===== src/rtl/state_ser_pkg.sv =====
// Constants and state encoding shared by the state word serializer and its FIFO.
package state_ser_pkg;

  localparam int unsigned DEF_WIDTH = 16;

  localparam logic ST_IDLE  = 1'b0;
  localparam logic ST_SHIFT = 1'b1;

  typedef enum logic {
    StIdle  = ST_IDLE,
    StShift = ST_SHIFT
  } state_e;

endpackage


===== src/rtl/sync_fifo.sv =====
// Single-clock FIFO; dout always shows the head entry, full/empty derive from the level count.
module sync_fifo
  import state_ser_pkg::*;
#(
  parameter int unsigned WIDTH = DEF_WIDTH,
  parameter int unsigned DEPTH = 4
) (
  input  logic                     clk,
  input  logic                     rst_n,
  input  logic                     push,
  input  logic [WIDTH-1:0]         din,
  input  logic                     pop,
  output logic [WIDTH-1:0]         dout,
  output logic                     full,
  output logic                     empty,
  output logic [$clog2(DEPTH):0]   level
);

  localparam int unsigned PtrW = $clog2(DEPTH);
  localparam int unsigned LvlW = PtrW + 1;

  logic [WIDTH-1:0] mem_q [DEPTH];
  logic [PtrW-1:0]  wr_ptr_q, wr_ptr_d;
  logic [PtrW-1:0]  rd_ptr_q, rd_ptr_d;
  logic [LvlW-1:0]  level_q, level_d;
  logic             do_push, do_pop;

  assign full    = (level_q == LvlW'(DEPTH));
  assign empty   = (level_q == '0);
  assign level   = level_q;
  assign dout    = mem_q[rd_ptr_q];
  // Push is refused while full even if a pop happens in the same cycle.
  assign do_push = push & ~full;
  assign do_pop  = pop & ~empty;

  always_comb begin
    wr_ptr_d = wr_ptr_q;
    rd_ptr_d = rd_ptr_q;
    level_d  = level_q;
    if (do_push) wr_ptr_d = wr_ptr_q + PtrW'(1);
    if (do_pop)  rd_ptr_d = rd_ptr_q + PtrW'(1);
    unique case ({do_push, do_pop})
      2'b10:   level_d = level_q + LvlW'(1);
      2'b01:   level_d = level_q - LvlW'(1);
      default: level_d = level_q;
    endcase
  end

  always_ff @(posedge clk) begin
    if (!rst_n) begin
      wr_ptr_q <= '0;
      rd_ptr_q <= '0;
      level_q  <= '0;
    end else begin
      wr_ptr_q <= wr_ptr_d;
      rd_ptr_q <= rd_ptr_d;
      level_q  <= level_d;
    end
  end

  always_ff @(posedge clk) begin
    if (do_push) mem_q[wr_ptr_q] <= din;
  end

endmodule


===== src/rtl/state_word_serializer.sv =====
// Buffers captured state words and shifts them out one bit per ser_en strobe,
// flagging the first bit of each word and counting completed words.
module state_word_serializer
  import state_ser_pkg::*;
#(
  parameter int unsigned WIDTH      = DEF_WIDTH,
  parameter int unsigned FIFO_DEPTH = 4,
  parameter bit          MSB_FIRST  = 1'b1
) (
  input  logic                          clk,
  input  logic                          rst_n,
  input  logic                          in_valid,
  input  logic [WIDTH-1:0]              in_data,
  output logic                          in_ready,
  input  logic                          ser_en,
  output logic                          ser_data,
  output logic                          ser_valid,
  output logic                          ser_sof,
  output logic [$clog2(FIFO_DEPTH):0]   fifo_level,
  output logic [15:0]                   words_sent
);

  localparam int unsigned CntW = $clog2(WIDTH);

  state_e           state_q, state_d;
  logic [WIDTH-1:0] shreg_q, shreg_d;
  logic [CntW-1:0]  bit_cnt_q, bit_cnt_d;
  logic [15:0]      words_q, words_d;

  logic             fifo_pop;
  logic             fifo_full;
  logic             fifo_empty;
  logic [WIDTH-1:0] fifo_dout;
  logic             bit_last;
  logic             out_bit;

  sync_fifo #(
    .WIDTH (WIDTH),
    .DEPTH (FIFO_DEPTH)
  ) u_fifo (
    .clk   (clk),
    .rst_n (rst_n),
    .push  (in_valid & in_ready),
    .din   (in_data),
    .pop   (fifo_pop),
    .dout  (fifo_dout),
    .full  (fifo_full),
    .empty (fifo_empty),
    .level (fifo_level)
  );

  assign in_ready   = ~fifo_full;
  assign bit_last   = (bit_cnt_q == CntW'(WIDTH - 1));
  assign out_bit    = MSB_FIRST ? shreg_q[WIDTH-1] : shreg_q[0];
  assign ser_valid  = (state_q == StShift);
  assign ser_data   = ser_valid & out_bit;
  assign ser_sof    = ser_valid & (bit_cnt_q == '0);
  assign words_sent = words_q;

  always_comb begin
    state_d   = state_q;
    shreg_d   = shreg_q;
    bit_cnt_d = bit_cnt_q;
    words_d   = words_q;
    fifo_pop  = 1'b0;
    unique case (state_q)
      StIdle: begin
        if (!fifo_empty) begin
          fifo_pop  = 1'b1;
          shreg_d   = fifo_dout;
          bit_cnt_d = '0;
          state_d   = StShift;
        end
      end
      StShift: begin
        if (ser_en) begin
          if (bit_last) begin
            words_d = words_q + 16'd1;
            // Reload straight from the FIFO so consecutive words have no gap cycle.
            if (!fifo_empty) begin
              fifo_pop  = 1'b1;
              shreg_d   = fifo_dout;
              bit_cnt_d = '0;
            end else begin
              state_d = StIdle;
            end
          end else begin
            if (MSB_FIRST) shreg_d = {shreg_q[WIDTH-2:0], 1'b0};
            else           shreg_d = {1'b0, shreg_q[WIDTH-1:1]};
            bit_cnt_d = bit_cnt_q + CntW'(1);
          end
        end
      end
      default: state_d = StIdle;
    endcase
  end

  always_ff @(posedge clk) begin
    if (!rst_n) begin
      state_q   <= StIdle;
      shreg_q   <= '0;
      bit_cnt_q <= '0;
      words_q   <= '0;
    end else begin
      state_q   <= state_d;
      shreg_q   <= shreg_d;
      bit_cnt_q <= bit_cnt_d;
      words_q   <= words_d;
    end
  end

endmodule


===== config.mk =====
export PLATFORM = sky130hd
export DESIGN_NAME = state_word_serializer
export DESIGN_NICKNAME = d
export VERILOG_FILES = /design/src/rtl/state_ser_pkg.sv /design/src/rtl/sync_fifo.sv /design/src/rtl/state_word_serializer.sv
export SDC_FILE = /design/constraint.sdc
export NUM_CORES = 1
export LEC_CHECK = 0
export BUFFER_PORTS_ARGS = -buffer_cell sky130_fd_sc_hd__buf_4
export CORE_UTILIZATION = 47
export DETAILED_ROUTE_END_ITERATION = 12
export PLACE_DENSITY = 0.66
export SLEW_MARGIN = 20
export SYNTH_ARGS = -nofsm -noshare
export SYNTH_HDL_FRONTEND = slang
export SYNTH_SLANG_ARGS = --single-unit

===== constraint.sdc =====
create_clock -name clk -period 2.7 [get_ports clk]
set_input_delay 0 -clock clk [delete_from_list [all_inputs] [get_ports clk]]
set_output_delay 0 -clock clk [all_outputs]
set_load 0.01 [all_outputs]

After elaboration in Yosys (flattened, before gate mapping)
Memory sizes are Yosys's and may differ from the RTL's. A register that Yosys moved wholly into a read port is not among the register bits. Index checks and enable logic that the tools add are counted.

Register bits: 44. Latch bits: 0. Memory bits (writable): 64. ROM bits: 0. Output and inout bits: 23. Logic and storage cells: 51. Memories: 1.

Memory list: u_fifo.mem_q (words 4, width 16, read ports 1, clocked after Yosys merged registers in 1, wr ports 1, line sync_fifo.sv:22) `logic [WIDTH-1:0] mem_q [DEPTH];`.

$add $sub $neg: 6. Multiply operators: 0. Divide/modulo/power cells: 0. Order comparisons: 0. Eq/ne operators: 5. Shift operators: 0. Mux-type cells: 20. Bitwise operators: 8. Reduce and logical (&&, ||, !) cells: 4.

Operators by type and width (number): 16-bit 2-to-1 mux (3); 16-bit one-hot mux with 2 select lines (1); 16-bit by 1-bit adder with 16-bit output (second input constant) (1); 4-bit 2-to-1 mux (3); 4-bit one-hot mux with 2 select lines (1); 1-bit 2-to-1 mux (7); 3-bit one-hot mux with 2 select lines (1); 1-bit bitwise AND (5); 2-bit by 1-bit adder with 2-bit output (second input constant) (2); 4-bit by 1-bit adder with 4-bit output (second input constant) (1); 4-bit == test (second input constant) (1); 4-bit zero test (1); 2-bit 2-to-1 mux (2); 1-bit one-hot mux with 2 select lines (2); 3-bit by 1-bit adder with 3-bit output (second input constant) (1); 3-bit == test (second input constant) (1); 3-bit zero test (1); 1-bit NOT (3); 3-bit AND reduction (1); 3-bit by 1-bit subtractor with 3-bit output (second input constant) (1); 2-bit by 1-bit == test with 1-bit output (second input constant) (1); 2-bit == test (second input constant) (1); 2-bit inequality test (second input constant) (1); 2-bit nonzero test (1).

Logic depth before layout (Yosys ltp)
Depth after elaboration: 8. Mapped depth: 11. Gate-level depth less buffers: 10.

By module
A second synthesis with hierarchy kept.

Cell total of the unflattened synthesis: 340. Area, all modules: 4529.3 µm².

Modules (own cells, without submodules): sync_fifo (instances 1, cells an instance 138, area each 2817.7 µm²); state_word_serializer (instances 1, cells an instance 202, area each 1711.6 µm²).

Worst setup path before layout
Ideal clock, no wire load.

Path kind: reg-to-reg. Start point: register u_fifo.level_q[2] (netlist: u_fifo.level[2]). End point: register u_fifo.level_q[2] (netlist: u_fifo.level[2]). Setup time: 70 ps. Data arrival time: 2265 ps. Data required time: 2630 ps. Slack: 365 ps. Cell stages (with the launch flop): 10. Path buffers: 0. Period minus slack after synthesis: 2335 ps. Path through: dfxtp_1 -> or3b_1 -> and2_1 -> inv_2 -> ha_1 -> inv_1 -> fa_1 -> xor2_1 -> or3_1 -> a21oi_1.

Elaborated cells between the ends (all ways): 17.

RTL lines: start: declaration (line sync_fifo.sv:25) `logic [LvlW-1:0] level_q, level_d;`; start signal: assignment (line sync_fifo.sv:57) `level_q <= level_d;`; 3-bit == test (*) (line sync_fifo.sv:28) `assign full = (level_q == LvlW'(DEPTH));`; 1-bit NOT (*) (line state_word_serializer.sv:52) `assign in_ready = ~fifo_full;`; named net in_ready (line state_word_serializer.sv:14) `output logic in_ready,`; 1-bit bitwise AND (line state_word_serializer.sv:43) `.push (in_valid & in_ready),`; 1-bit bitwise AND (*) (line sync_fifo.sv:33) `assign do_push = push & ~full;`; 2-bit by 1-bit == test with 1-bit output or 2-bit == test (tied branches) (line sync_fifo.sv:42) `unique case ({do_push, do_pop})`; 3-bit one-hot mux with 2 select lines or 2-bit nonzero test (tied branches).

The timed path passes the listed nets; every way through them passes the cells marked *. A chain may end at the register's enable or synchronous reset.

Worst setup path in the final report
Start point: register u_fifo.level_q[0] (netlist: u_fifo.level[0]). End point: register u_fifo.level_q[2] (netlist: u_fifo.level[2]).

Word-level cells in the longest chain between the ends: 8. Elaborated cells between the ends (all ways): 17.

RTL lines: 3-bit zero test (line sync_fifo.sv:29) `assign empty = (level_q == '0);`; 1-bit 2-to-1 mux (line state_word_serializer.sv:68, state_word_serializer.sv:80); 1-bit 2-to-1 mux (line state_word_serializer.sv:77) `if (bit_last) begin`; 1-bit 2-to-1 mux (line state_word_serializer.sv:76) `if (ser_en) begin`; 1-bit one-hot mux with 2 select lines (line state_word_serializer.sv:66) `unique case (state_q)`; 1-bit bitwise AND (line sync_fifo.sv:34) `assign do_pop = pop & ~empty;`; 2-bit by 1-bit == test with 1-bit output or 2-bit == test (tied branches) (line sync_fifo.sv:42); 3-bit one-hot mux with 2 select lines or 2-bit nonzero test (tied branches).

Several ways; a longest one is shown, not always the timed one.

==> flow_metrics.tcl <==
set metrics [dict create \
    post-synth-top-area-cell "edfxtp_1" \
    initial_core_util_pct 49.4 \
    dr.pass1.iters 4 \
    syn-num-nets 359 \
    grt_pass1_vias 2757 \
    dp_hpwl_mm 5.11 \
    io_buffer_count 42 \
    setup_violations 0 \
    post_cts_buffers 0 \
    timing.final.crit_share_pct 92.1 \
    core-area_mm2 0.00889 \
    dieHeight_um 98.7 \
    diodes 0 \
    fin_crit_ns 2.49 \
    path_class "register to register" \
    detail_route.iter0.violations 131 \
    ctsHoldBuffers 17 \
    clock.fmax_ghz 0.402 \
    clockBufferDepth 2 \
    die-area_mm2 0.00974 \
    fin_tns_setup_ns 0 \
    stdcell_area_mm2 0.00522 \
    dieWidth_um 98.7 \
    wire_per_inst_um 15.8 \
    gp_congestion 0.735 \
    relSlewSlack_pct 38.4 \
    start_kind "register" \
    netlist_area_mm2 0.00439 \
    synth_area_per_cell_um2 13.3 \
    htreeDepth 3 \
    cts-buffers-inserted 9 \
    grt_max_degree 31 \
    leakage_nw 1.86 \
    finalMaxSlewViolations 0 \
    vdd_drop_max_mv 0.545 \
    grt_first_pass_wirelength_mm 13.0 \
    cp.arrival_ns 2.76 \
    overflow 0 \
    cts_tree "built" \
    wl_mm 7.99 \
    multi_input_area_mm2 0.00142 \
    area_delta_synth_final_pct 18.7 \
    clock-sinks 110 \
    post-route-util_pct 58.7 \
    drcViolationCount 0 \
    via_per_inst 5.55 \
    num_vias 2808 \
    drive_gt1_share_pct 22.1 \
    seq_area_frac_synth_pct 64.7 \
    postRouteAntennaNets 0 \
    synth_top_area_share_pct 43.7 \
    clkTransAtPathRegs_ns 0.11 \
    seq_area_mm2 0.00284 \
    status "finished, final reports clean" \
    std_cell_rows 34 \
    cp_max_fo 6 \
    fin_nets 422 \
    p_per_area_mw_per_mm2 842 \
    grtUsageTotal_pct 17.5 \
    synth_cell_types 42 \
    hold_path.class "input port to register" \
    fillers 709 \
    clock_latency_ns 0.36 \
    syn_inst 330 \
    yosys-top-cells-area "edfxtp_1 44%, dfxtp_1 21%, mux4_2 8.2%" \
    antenna_found_initial 0 \
    synth-seq-cells 110 \
    cts-root-buf "clkbuf_8" \
    top_level_ports 43 \
    ys_warn_count 0 \
    cap_violations 0 \
    finalHoldViolCount 0 \
    cp.required_ns 2.98 \
    fin_skew_ns 0.0140 \
    end_kind "register" \
    worst_pin_slew_ns 0.923 \
    placed_area_mm2 0.00484 \
    post_cts_resized 0 \
    grt_setup_unrepaired "false" \
]
[path summary, 6_finish.rpt]
kind | startpoint | to | slack (ns) | cells past startpoint
max reg2reg | u_fifo.level[0] | u_fifo.level[2] | 0.21 | 9
min reg2reg | u_fifo.rd_ptr_q[0] | u_fifo.rd_ptr_q[0] | 0.48 | 2
max | u_fifo.level[0] | u_fifo.level[2] | 0.21 | 9
min | ser_en | bit_cnt_q[3] | 0.09 | 4
[through the flow]
step                      total power, mW  cells  setup WS [ns]  hold slack [ns]
final                                4.39    506          0.212           0.0920
after detailed placement             3.44    473          0.258            0.205
after CTS                            4.43    506          0.213           0.0721
after global placement               3.37    473          0.384            0.200
after floorplan                      3.02    330          0.365           0.0989
after global routing                 4.64    506         0.0481            0.102
[per-layer routing]
metal	track usage [%]	share of wire [%]	vias to the layer above
met3	4.47	3.2	10
met2	30.6	50	52
met5	0	0	-
met4	5.51	1.1	0
li1	-	-	1362
met1	21.5	46	1384
[critical path, cell delays in order, from the launching register on]
cell and delay, ns:
dfxtp_1 0.37, or3b_1 0.47, and2_1 0.24, inv_2 0.07, ha_1 0.18, inv_1 0.06
fa_1 0.37, xor2_1 0.15, or3_1 0.31, a21oi_1 0.16
[cell families (layout without fill, tap and decap cells)]
logic type               after synthesis  after routing  share of synthesized area (%)
adder cells (fa/ha/maj)                9              9                           2.73
multiplexers                          17             17                           8.46
buffers and inverters                 31             99                           2.99
AO/OA/AOI/OAI                         62             62                           8.32
AND/OR/NAND/NOR                       88             88                           10.2
XOR/XNOR                              13             13                           2.59
flip-flops                           110            110                           64.7
[cells in the mapped netlist]
library cell  count
or2_1             1
and2_1            3
nand4_1           3
nor2_1           31
o31ai_1           5
o22ai_1          15
fa_1              1
o2bb2ai_1         1
inv_2             2
o22a_1            1
mux2_2            1
a31oi_1           1
dfxtp_1          46
or3_1             4
or4_1             5
nand2b_1          1
and3_1            7
nand3_1          10
buf_1             1
inv_1            12
or3b_1            1
and4_1            2
a22o_2            1
buf_2             6
edfxtp_1         64
ha_1              8
o21ai_0          18
xnor2_1           5
nor2b_1           2
a21oi_1          16
o21ai_1           1
mux4_2           16
nand2_1          13
buf_6             1
nor3_1            2
a32oi_1           1
nor3b_1           2
a2bb2oi_1         1
xor2_1            8
clkbuf_1          9
a21o_1            1
nand4_2           1
[registers in the layout, indices dropped and copies added (netlist names), named ones only]
signal,cells
u_fifo.level,3
u_fifo.mem_q,64
u_fifo.rd_ptr_q,2
words_sent,16
bit_cnt_q,4
shreg_q,16
ser_valid,1
u_fifo.wr_ptr_q,2
[layout make-up]
class / instances / share of cell area [%]
clock buffer: 11 / 2.93
sequential: 110 / 54.5
tap: 108 / 2.59
timing repair buffer: 69 / 10.7
inverter: 14 / 1.01
clock inverter: 5 / 1.01
multi-input combinational: 189 / 27.2
[placed cells by master (no fill, tap or decap), types with 2 or more instances in the layout]
| cell | count |
|---|---|
| and2_1 | 3 |
| or3_1 | 4 |
| nand2_1 | 13 |
| nor2_1 | 31 |
| o21ai_0 | 18 |
| mux4_2 | 16 |
| buf_4 | 52 |
| xor2_1 | 8 |
| dfxtp_1 | 46 |
| and3_1 | 7 |
| o22ai_1 | 15 |
| nand4_1 | 3 |
| nor3b_1 | 2 |
| or4_1 | 5 |
| a21oi_1 | 16 |
| nor3_1 | 2 |
| clkbuf_8 | 9 |
| ha_1 | 8 |
| and4_1 | 2 |
| o31ai_1 | 5 |
| nor2b_1 | 2 |
| edfxtp_1 | 64 |
| xnor2_1 | 5 |
| nand3_1 | 10 |
| inv_2 | 2 |
| dlygate4sd3_1 | 17 |
| inv_1 | 12 |
[power breakdown]
group / internal, mW / switching (mW)
clock: 0.412 / 0.564
combinational: 0.572 / 0.655
sequential: 2.03 / 0.157
(Power assumes the default switching activity.)
